$ cat src/rtl/dma_bus_arbiter.sv
// Purpose : OAM DMA engine sharing the system bus with the CPU; FF46 write copies DMA_LEN bytes to DMA_DST.
// Latency : 1 + 2*DMA_LEN cycles per transfer (START, then READ/WRITE pairs); CPU passthrough is combinational.
// Backpressure: CPU accesses never stall; without lockout a CPU bus access steals the cycle and holds the DMA.
//
// Ports:
//   clk, rst         - system clock; asynchronous active-low reset
//   cpu_a/dout/we/re - CPU address, write data, write and read strobes
//   cpu_din          - read data returned to the CPU
//   bus_a/dout/we/re - shared system bus master outputs
//   bus_din          - read data from the shared bus
//   dma_active       - high in START, READ and WRITE
//   cpu_blocked      - high when the current CPU access is refused
//
// Optional feature: define DMA_CPU_LOCKOUT_EN to lock the CPU off the bus
// while a transfer runs (otherwise the CPU has priority and steals cycles).
module dma_bus_arbiter #(
    parameter int unsigned DMA_LEN = 160,
    parameter logic [15:0] DMA_DST = 16'hFE00
) (
    input  logic        clk,
    input  logic        rst,
    input  logic [15:0] cpu_a,
    input  logic [7:0]  cpu_dout,
    input  logic        cpu_we,
    input  logic        cpu_re,
    output logic [7:0]  cpu_din,
    output logic [15:0] bus_a,
    output logic [7:0]  bus_dout,
    output logic        bus_we,
    output logic        bus_re,
    input  logic [7:0]  bus_din,
    output logic        dma_active,
    output logic        cpu_blocked
);

    localparam logic [15:0] REG_ADDR = 16'hFF46;
    localparam logic [15:0] HRAM_LO  = 16'hFF80;
    localparam logic [15:0] HRAM_HI  = 16'hFFFE;
    localparam logic [7:0]  LAST_IDX = 8'(DMA_LEN - 1);

    typedef enum logic [1:0] {
        ST_IDLE  = 2'd0,
        ST_START = 2'd1,
        ST_READ  = 2'd2,
        ST_WRITE = 2'd3
    } state_t;

    state_t      state_q, state_d;
    logic [7:0]  src_hi_q, src_hi_d;
    logic [7:0]  idx_q, idx_d;
    logic [7:0]  latch_q, latch_d;

    // ------------------------------------------------------------------
    // CPU access decode
    // ------------------------------------------------------------------
    logic       cpu_acc;
    logic       is_reg;
    logic       is_hram;
    logic       reg_wr;
    logic       cpu_other;  // CPU access that would need the shared bus
    logic       in_xfer;
    logic       steal;      // CPU takes this bus cycle, DMA holds
    logic       blocked;
    logic [7:0] eff_hi;

    assign cpu_acc   = cpu_re | cpu_we;
    assign is_reg    = (cpu_a == REG_ADDR);
    assign is_hram   = (cpu_a >= HRAM_LO) && (cpu_a <= HRAM_HI);
    assign reg_wr    = cpu_we && is_reg;
    assign cpu_other = cpu_acc && !is_reg && !is_hram;
    assign in_xfer   = (state_q == ST_READ) || (state_q == ST_WRITE);

`ifdef DMA_CPU_LOCKOUT_EN
    // CPU is refused for the whole transfer, START included; DMA timing
    // is unaffected.
    assign steal   = 1'b0;
    assign blocked = (in_xfer || (state_q == ST_START)) && cpu_other;
`else
    // CPU has priority: it wins any READ/WRITE cycle in which it needs the
    // bus, and the DMA simply repeats that state on the next cycle.
    assign steal   = in_xfer && cpu_other;
    assign blocked = 1'b0;
`endif

    // Sources in the echo region E000-FDFF are fetched from the WRAM they
    // mirror.
    assign eff_hi = (src_hi_q >= 8'hE0) ? (src_hi_q - 8'h20) : src_hi_q;

    assign dma_active = (state_q != ST_IDLE);

    // ------------------------------------------------------------------
    // State register
    // ------------------------------------------------------------------
    always_ff @(posedge clk or negedge rst) begin
        if (!rst) begin
            state_q  <= ST_IDLE;
            src_hi_q <= 8'h00;
            idx_q    <= 8'h00;
            latch_q  <= 8'h00;
        end else begin
            state_q  <= state_d;
            src_hi_q <= src_hi_d;
            idx_q    <= idx_d;
            latch_q  <= latch_d;
        end
    end

    // ------------------------------------------------------------------
    // Next state
    // ------------------------------------------------------------------
    always_comb begin
        state_d  = state_q;
        src_hi_d = src_hi_q;
        idx_d    = idx_q;
        latch_d  = latch_q;

        if (reg_wr) begin
            // Start or restart from any state; the byte in flight is dropped.
            src_hi_d = cpu_dout;
            state_d  = ST_START;
        end else begin
            unique case (state_q)
                ST_IDLE: begin
                    state_d = ST_IDLE;
                end
                ST_START: begin
                    idx_d   = 8'h00;
                    state_d = ST_READ;
                end
                ST_READ: begin
                    if (!steal) begin
                        latch_d = bus_din;
                        state_d = ST_WRITE;
                    end
                end
                ST_WRITE: begin
                    if (!steal) begin
                        if (idx_q == LAST_IDX) begin
                            state_d = ST_IDLE;
                        end else begin
                            idx_d   = idx_q + 8'd1;
                            state_d = ST_READ;
                        end
                    end
                end
                default: begin
                    state_d = ST_IDLE;
                end
            endcase
        end
    end

    // ------------------------------------------------------------------
    // Bus mux and CPU read data
    // ------------------------------------------------------------------
    always_comb begin
        bus_a       = 16'h0000;
        bus_dout    = 8'h00;
        bus_we      = 1'b0;
        bus_re      = 1'b0;
        cpu_din     = 8'hFF;
        cpu_blocked = blocked;

        if (is_reg) begin
            cpu_din = src_hi_q;
        end

        unique case (state_q)
            ST_IDLE: begin
                // The DMA register is internal and never appears on the bus.
                if (!is_reg) begin
                    bus_a    = cpu_a;
                    bus_dout = cpu_dout;
                    bus_we   = cpu_we;
                    bus_re   = cpu_re;
                    cpu_din  = bus_din;
                end
            end
            ST_START: begin
                bus_we = 1'b0;
                bus_re = 1'b0;
            end
            ST_READ, ST_WRITE: begin
                if (reg_wr) begin
                    // Restart cycle: keep the bus quiet so the abandoned
                    // byte is never written.
                    bus_we = 1'b0;
                    bus_re = 1'b0;
                end else if (steal) begin
                    bus_a    = cpu_a;
                    bus_dout = cpu_dout;
                    bus_we   = cpu_we;
                    bus_re   = cpu_re;
                    cpu_din  = bus_din;
                end else if (state_q == ST_READ) begin
                    bus_a  = {eff_hi, idx_q};
                    bus_re = 1'b1;
                end else begin
                    bus_a    = DMA_DST + {8'h00, idx_q};
                    bus_dout = latch_q;
                    bus_we   = 1'b1;
                end
            end
            default: begin
                bus_we = 1'b0;
                bus_re = 1'b0;
            end
        endcase

        // IDLE passes CPU strobes straight through, so hold them off
        // explicitly while reset is asserted.
        if (!rst) begin
            bus_we      = 1'b0;
            bus_re      = 1'b0;
            cpu_blocked = 1'b0;
        end
    end

endmodule

$ cat config.mk
export PLATFORM = sky130hd
export DESIGN_NAME = dma_bus_arbiter
export DESIGN_NICKNAME = d
export VERILOG_FILES = /design/src/rtl/dma_bus_arbiter.sv
export SDC_FILE = /design/constraint.sdc
export NUM_CORES = 1
export LEC_CHECK = 0
export CORE_MARGIN = 2
export CORE_UTILIZATION = 25
export DETAILED_ROUTE_END_ITERATION = 7
export PLACE_DENSITY = 0.51
export SYNTH_ARGS = -nofsm -noshare
export SYNTH_HDL_FRONTEND = slang
export SYNTH_SLANG_ARGS = --single-unit
$ cat constraint.sdc
create_clock -name clk -period 8.1 [get_ports clk]
set_input_delay 2.025 -clock clk [delete_from_list [all_inputs] [get_ports clk]]
set_output_delay 2.025 -clock clk [all_outputs]
set_load 0.03 [all_outputs]
* Yosys cells after proc, flatten, opt, wreduce, memory -nomap -nowiden *
Index checks and enable logic that the tools add are counted.

word-level totals
  flip-flop bits (word level) = 26
  bits in latches = 0
  memory bits (writable) = 0
  ROM bits = 0
  bits of input ports = 36
  output and inout port bits = 36
  logic and storage cells = 73
  memories = 0

operators by class
  add/subtract/negate cells = 3
  multipliers = 0
  div/mod/pow operators = 0
  order comparisons = 3
  equality and inequality tests = 9
  shift operators = 0
  mux-type cells = 36
  bitwise operators = 3
  reduce and logical (&&, ||, !) cells = 15

operator list
  operator               number
  $mux 8                 11
  $mux 16                4
  $pmux 8 s2             3
  $pmux 16 s2            1
  $eq 16x16->1 const B   1
  $ge 16x16->1 const B   1
  $le 16x16->1 const B   1
  $add 10x9->11 const A  1
  $mux 1                 10
  $add 8x1->8 const B    1
  $eq 8x8->1 const B     1
  $ge 8x8->1 const B     1
  $mux 2                 4
  $pmux 2 s4             1
  $sub 8x6->8 const B    1
  $ne 3x3->1 const B     2
  $pmux 1 s3             2
  $logic_and 1x1->1      5
  $eq 2x2->1 const B     2
  $ne 2x2->1 const B     2
  $reduce_and 4->1       1
  $reduce_bool 2->1      2
  $reduce_and 3->1       1
  $eq 2x1->1 const B     1
  7 further kinds        9

* Depth between registers and ports, before layout *
Gate-level depths: netlist of run 1.

  depth after elaboration = 9
  gate-level depth with buffers = 6
  gate-level depth less buffers = 6

* Worst setup path before layout of run 1 *
OpenSTA, ideal clock, no wires.

  path type = input-to-output
  start point = in cpu_a[0]
  end point = out bus_we
  data arrival time = 4,132 ps
  data required time = 6,075 ps
  slack = 1,943 ps
  stages on the path = 6
  buffers on the path = 1
  cell sequence = or4_1 > or4_1 > buf_4 > o211ai_1 > a21oi_1 > a211oi_1

between the ends
  longest elaborated chain between the ends = 9
  elaborated cells between the ends (all ways) = 15
  classes of those cells = order compare (2); eq/ne (1); mux (5); reduce/logical (7)

ends and longest elaborated chain
  what                                                         line  source
  from (decl)                                                  22    input logic [15:0] cpu_a,
  $ge 16x16->1, or another cell as far along                   68    assign is_hram = (cpu_a >= HRAM_LO) && (cpu_a <= HRAM_HI);
  $logic_and 1x1->1 / $logic_not 1->1 (equally long branches)  -
  $logic_not 1->1 / $logic_and 1x1->1 (equally long branches)  70    assign cpu_other = cpu_acc && !is_reg && !is_hram;
  $logic_and 1x1->1                                            70
  $logic_and 1x1->1                                            81    assign steal = in_xfer && cpu_other;
  $mux 1                                                       189   end else if (steal) begin
  $mux 1                                                       184   if (reg_wr) begin
  $pmux 1 s3 *                                                 168   unique case (state_q)
  $mux 1 *                                                     212   if (!rst) begin
  to (decl)                                                    29    output logic bus_we,

Mark *: on every way between the ends. The rest lies on a longest branch, timed or not.

* Worst setup path after layout of run 1 *
  start point = in cpu_a[0]
  end point = out bus_dout[3]

between the ends
  longest elaborated chain between the ends = 8
  elaborated cells between the ends (all ways) = 14
  classes of those cells = order compare (2); eq/ne (1); mux (4); reduce/logical (7)

ends and longest elaborated chain
  what                                                         line  source
  $ge 16x16->1, or another cell as far along                   68
  $logic_and 1x1->1 / $logic_not 1->1 (equally long branches)  -
  $logic_not 1->1 / $logic_and 1x1->1 (equally long branches)  70
  $logic_and 1x1->1                                            70
  $logic_and 1x1->1                                            81
  $mux 8                                                       189
  $mux 8                                                       184
  $pmux 8 s2 *                                                 168
  to (decl)                                                    28    output logic [7:0] bus_dout,

Marks and branches as above.

==> metrics.md, run 1 <==
| Metric | Value |
|---|---|
| Outcome | finished, final reports clean |
| Top FF cell, synth | dfrtp_1 |
| Total GRT Usage | 16.1% |
| Worst-path maximum fanout | 11 |
| Grt total ovfl | 0 |
| Pre-antenna DRT Iters | 4 |
| Crit path to | bus_dout[3] |
| Post-Syn Instances | 204 |
| Sequential share of power | 37.9% |
| Drt total wl | 6.56 mm |
| Pwr Total | 444 uW |
| Synthesis-stage register bit count | 26 |
| Die width | 90.6 um |
| # hold bufs at CTS | 0 |
| Skew final | 9.92 ps |
| Clock Power Share | 25.0% |
| R2R Path End | idx_q[1] |
| Peak VDD IR | 0.0000662 V |
| Vias in the first global route | 1954 |
| Most frequent cells in the layout | 70 x clkdlybuf4s50_1, 26 x dfrtp_1, 25 x nor2_1 |
| Fin cells | 372 |
| Critical Path Source | cpu_a[0] |
| TritonCTS sink count | 26 |
| Net Sw Frac | 33.6% |
| Gpl congestion | 0.782 |
| Combinational share of power | 37.1% |
| Root buf cell | clkbuf_8 |
| Top Ports | 72 |
| First-pass GRT wire length | 10.7 mm |
| Fin. Hold Viols | 0 |
| Initial core utilization | 25.9% |
| HP Class | flip-flop to flip-flop |
| FF-to-FF setup slack | 5910 ps |
| Post-synth EDFFs | 0 |
| RSZ-0062 raised after global routing | no |
| Sequential fraction of the synthesis area | 34.7% |
| Final Max Slew Viols | 0 |
| Crit Path Category | input port to output pin |
| Post-CTS resize count | 0 |
| FILL cells | 756 |
| CP Capture Type | output pin |
| Final setup viols | 0 |
| Rel. slew slack | 48.4% |
| Reg clk slew, reported paths | 100 ps |
| Core Footprint | 7250 um^2 |
| Initial drt markers | 177 |
| Worst R2R Start | state_q[1] |
| Placed cell count | 368 |
| Routed Antenna Nets | 0 |
| Antenna violations before repair | 0 |
| # Post-CTS Setup Buffers | 0 |
| Power Density | 161 nW/um^2 |
| WL/cell | 17.6 um |
| Async SR Flop Fraction | 100% |
| Worst Setup Start Kind | input port |
| Layout cells sized above 1 | 12.5% |
| N_diodes | 0 |
| Post-Syn Nets | 242 |
| Clk_lat worst skew | 280 ps |
| Worst Max-Slew Pin Slew | 767 ps |
| CTS tree | yes |
| CTS Buffer Depth | 2 |
| Worst EP required | 6080 ps |
| Cell-internal power | 295 uW |
| Sw power | 149 uW |
| Mapped Area | 1880 um^2 |
| Setup TNS | 0 ps |
| Max-Cap Viols | 0 |
| Synthesis-to-finish area growth | 47.1% |
| Die area | 8210 um^2 |
| Synthesis Warnings | 0 |
| # DRC | 0 |
| Final HPWL DP | 5.02 mm |
| # H-tree levels | 1 |
| Largest net degree at the start of global routing | 29 |
| Period utilization | 91.3% |
| Num CTS Buffers | 3 |
| Vias post-DR | 1912 |
| Peak Freq | 135 MHz |
| Most common cell after layout, fill and taps aside | clkdlybuf4s50_1 |
| R2R cell count | 5 |
| Netlist cell types | 46 |
| Row cnt | 31 |
| Vias/cell | 5.14 |
| Post-Syn Area per Cell | 9.19 um^2 |
| Worst endpoint data arrival time | 5370 ps |
| Final #Nets | 312 |
| PortBufs | 70 |
| Chip height | 90.6 um |
| Leak | 0.00110 uW |
| Final min period | 7400 ps |
==> kinds of logic after synthesis <==
| family | synth area share, % |
|---|---|
| other cells | 0.200 |
| flops | 34.7 |
| compound gates | 31.9 |
| fa+ha+maj | 1.33 |
| mux | 10.1 |
| buf+inv | 4.00 |
| simple gates | 17.7 |
==> cell type report <==
class / count / area [um^2] / area share [%]
inverter: 7 / 26.3 / 0.952
multi-input combinational: 162 / 1160 / 41.9
tap: 99 / 124 / 4.49
clock buffer: 3 / 41.3 / 1.50
clock inverter: 1 / 30.0 / 1.09
sequential: 26 / 651 / 23.6
timing repair buffer: 74 / 731 / 26.5
==> synth_stat cells, types with 5 or more instances <==
cell	number	area (um^2)
nor2_1	25	93.8
inv_1	7	26.3
and3_1	8	50.1
dfrtp_1	26	651
o2bb2ai_1	7	61.3
clkbuf_1	6	22.5
nand3_1	7	35.0
a211oi_1	5	37.5
mux2_2	16	180
a21oi_1	14	70.1
a22o_1	15	131
nand2_1	12	45.0
==> power by group through the flow <==
stage	clock network (uW)	logic [uW]	registers, uW
after floorplan	0	99.5	164
after global placement	0	164	172
after detailed placement	0	165	172
after CTS	114	166	168
after global routing	118	179	171
final	111	165	168
==> critical path: stages <==
cell             delay, ps
clkdlybuf4s50_1        460
or4_1                  570
or4_1                  490
buf_4                  200
a21o_1                 310
a21oi_2                430
a22o_1                 210
clkdlybuf4s50_1        670
==> routing by layer <==
metal	vias up	GRT usage, %	part of all wire (%)
met4	0	3.46	0.64
li1	937	-	-
met3	2	1.09	4.1
met5	-	0	0
met1	914	25.1	51
met2	59	24.3	44
==> sequential cells by signal, indices dropped and copies added (netlist names) <==
| signal | count |
|---|---|
| idx_q | 8 |
| latch_q | 8 |
| src_hi_q | 8 |
| state_q | 2 |
==> through the flow <==
stage | instance area, um^2 | util [%] | hold WS (ps) | setup slack [ps]
global route | 2760 | 38.0 | 533 | 574
global placement | 2690 | 37.1 | 497 | 731
floorplan | 1880 | - | 481 | 1940
finish | 2760 | 38.0 | 522 | 701
detailed placement | 2690 | 37.1 | 499 | 721
CTS | 2760 | 38.0 | 523 | 698
==> how the worst min path moves through the flow <==
stage,start,end,cells after the start
floorplan,latch_q[1],latch_q[1],1
global placement,latch_q[3],latch_q[3],1
detailed placement,latch_q[5],latch_q[5],1
CTS,latch_q[5],latch_q[5],1
global route,latch_q[5],latch_q[5],1
finish,latch_q[7],latch_q[7],1
(Power assumes the default switching activity.)
==> run 2: changes to the inputs <==
--- a/config.mk
+++ b/config.mk
@@ -8,6 +8,7 @@
 export CORE_MARGIN = 2
 export CORE_UTILIZATION = 25
 export DETAILED_ROUTE_END_ITERATION = 7
+export GPL_TIMING_DRIVEN = 0
 export PLACE_DENSITY = 0.51
 export SYNTH_ARGS = -nofsm -noshare
 export SYNTH_HDL_FRONTEND = slang
==> run 2 against run 1 <==
Via count rose by 1.0%. Count of clock-buffer cells in the layout grew 1. Hold slack lost 2.2 ps. Clock skew decreased by 8.1 ps. Global-route usage fell by 0.22 points. Routed wire length grew 0.91%. Setup slack worse by 92 ps. Die area unchanged. Sequential cell count did not move.
==> metrics.md, run 2 (synthesized netlist as in run 1, its figures left out) <==
| Metric | Value |
|---|---|
| Outcome | finished, final reports clean |
| Net Sw Frac | 35.5% (+1.9 points) |
| Layout cells sized above 1 | 11.9% (-0.58 points) |
| Vias post-DR | 1932 (+1.0%) |
| Period utilization | 92.5% (+1.1 points) |
| Peak Freq | 133 MHz (-1.2%) |
| Placed cell count | 373 (+1.4%) |
| Synthesis-to-finish area growth | 46.6% |
| Clock Power Share | 20.9% (-4.1 points) |
| Gpl congestion | 0.827 (+5.8%) |
| Worst Setup Start Kind | input port |
| # DRC | 0 (unchanged) |
| Initial core utilization | 25.9% (unchanged) |
| Worst Max-Slew Pin Slew | 1150 ps (+380 ps) |
| Vias in the first global route | 1904 (-2.6%) |
| Hold Worst Slack | 520 ps (-2.19 ps) |
| CTS Buffer Depth | 2 (unchanged) |
| TritonCTS sink count | 26 (unchanged) |
| Top Ports | 72 (unchanged) |
| Peak VDD IR | 0.0000555 V (-16%) |
| Cell-internal power | 273 uW (-7.4%) |
| Final setup viols | 0 (unchanged) |
| Vias/cell | 5.12 (-0.29%) |
| Met2 wire length | 3.03 mm (+3.8%) |
| Total GRT Usage | 15.9% (-0.22 points) |
| Final Max Slew Viols | 0 (unchanged) |
| Worst endpoint data arrival time | 5470 ps (+100 ps) |
| # H-tree levels | 1 (unchanged) |
| Setup TNS | 0 ps (unchanged) |
| Combinational share of power | 39.8% (+2.7 points) |
| Row cnt | 31 (unchanged) |
| Final HPWL DP | 5.06 mm (+0.64%) |
| DRT met1 WL | 3.18 mm (-4.7%) |
| CTS tree | yes |
| RSZ-0062 raised after global routing | no |
| Final Core Density | 37.9% (-0.12 points) |
| Sw power | 150 uW (+0.52%) |
| Largest net degree at the start of global routing | 29 (unchanged) |
| Final #Nets | 317 (+1.6%) |
| Routed Antenna Nets | 0 (unchanged) |
| Num CTS Buffers | 3 (unchanged) |
| Leak | 0.00110 uW (-0.29%) |
| Top Layer Used | met4 |
| Worst EP required | 6080 ps (about the same) |
| WL/cell | 17.6 um (-0.42%) |
| # hold bufs at CTS | 0 (unchanged) |
| Max-Cap Viols | 0 (unchanged) |
| Clk_lat worst skew | 280 ps (about the same) |
| WL met3 | 350 um (+31%) |
| Root buf cell | clkbuf_8 |
| First-pass GRT wire length | 10.4 mm (-3.2%) |
| Post-CTS resize count | 0 (unchanged) |
| Core Footprint | 7250 um^2 (unchanged) |
| Final min period | 7490 ps (+91.9 ps) |
| HP Class | flip-flop to flip-flop |
| Rel. slew slack | 23.5% (-25 points) |
| Fin cells | 377 (+1.3%) |
| Initial drt markers | 80 (-55%) |
| Drt total wl | 6.62 mm (+0.91%) |
| PortBufs | 70 (unchanged) |
| Worst-path maximum fanout | 10 (-1) |
| Grt total ovfl | 0 (unchanged) |
| Chip height | 90.6 um (unchanged) |
| Reg clk slew, reported paths | 90 ps (about the same) |
| Fin. Hold Viols | 0 (unchanged) |
| Power Density | 154 nW/um^2 (-4.5%) |
| N_diodes | 0 (unchanged) |
| Pre-antenna DRT Iters | 4 (unchanged) |
| Antenna violations before repair | 0 (unchanged) |
| Sequential share of power | 39.3% (+1.4 points) |
| CP Capture Type | output pin |
| Most common cell after layout, fill and taps aside | clkdlybuf4s50_1 |
| # Post-CTS Setup Buffers | 0 (unchanged) |
| Dpl ws | 591 ps (-130 ps) |
| Die width | 90.6 um (unchanged) |
| Largest regs | idx_q x8, latch_q x8, src_hi_q x8 |
| Crit Path Category | input port to output pin |
| Worst setup margin | 609 ps (-91.9 ps) |
| Die area | 8210 um^2 (unchanged) |
| Most frequent cells in the layout | 69 x clkdlybuf4s50_1, 26 x dfrtp_1, 25 x nor2_1 |
| Skew final | 1.79 ps (-8.13 ps) |
## run 2: area by class of cell
cell class                      count  area, um^2
Fill cell                         779        4500
Multi-Input combinational cell    162        1150
Timing Repair Buffer               70         696
Sequential cell                    26         651
Tap cell                           99         124
Clock buffer                        4        55.1
Buffer                              9        48.8
Inverter                            7        26.3
## run 2: final timing paths
| check | startpoint | endpoint | slack (ps) | cells after the start |
|---|---|---|---|---|
| max in group asynchronous | rst | idx_q[5] | 5880 | 1 |
| min in group asynchronous | rst | latch_q[4] | 1780 | 1 |
| min reg2reg | latch_q[5] | latch_q[5] | 520 | 1 |
| max reg2reg | state_q[0] | latch_q[7] | 6050 | 5 |
| min | latch_q[5] | latch_q[5] | 520 | 1 |
| max | cpu_a[0] | bus_dout[5] | 610 | 7 |
## run 2: critical path, stage by stage
cell	delay, ps
clkdlybuf4s50_1	480
or4_1	580
nor4_1	690
a21oi_1	450
clkbuf_1	340
a22o_1	300
clkdlybuf4s50_1	600
## run 2: power groups by stage
| stage | clock network [uW] | logic [uW] | registers, uW |
|---|---|---|---|
| floorplan | 0 | 99.5 | 164 |
| global placement | 0 | 170 | 168 |
| detailed placement | 0 | 169 | 168 |
| CTS | 91.5 | 170 | 166 |
| global route | 97.3 | 180 | 169 |
| finish | 88.5 | 168 | 166 |
## run 2: routing by layer
layer | vias to the layer above | track usage (%)
li1 | 946 | -
met1 | 926 | 22.6
met2 | 56 | 25.2
met3 | 4 | 2.50
met4 | 0 | 3.85
met5 | - | 0
## run 2: metrics by stage
stage | total power [uW] | instance area (um^2)
2_1_floorplan | 263 | 1880
3_3_place_gp | 338 | 2700
3_5_place_dp | 337 | 2700
4_1_cts | 427 | 2750
5_1_grt | 447 | 2750
6_report | 423 | 2750
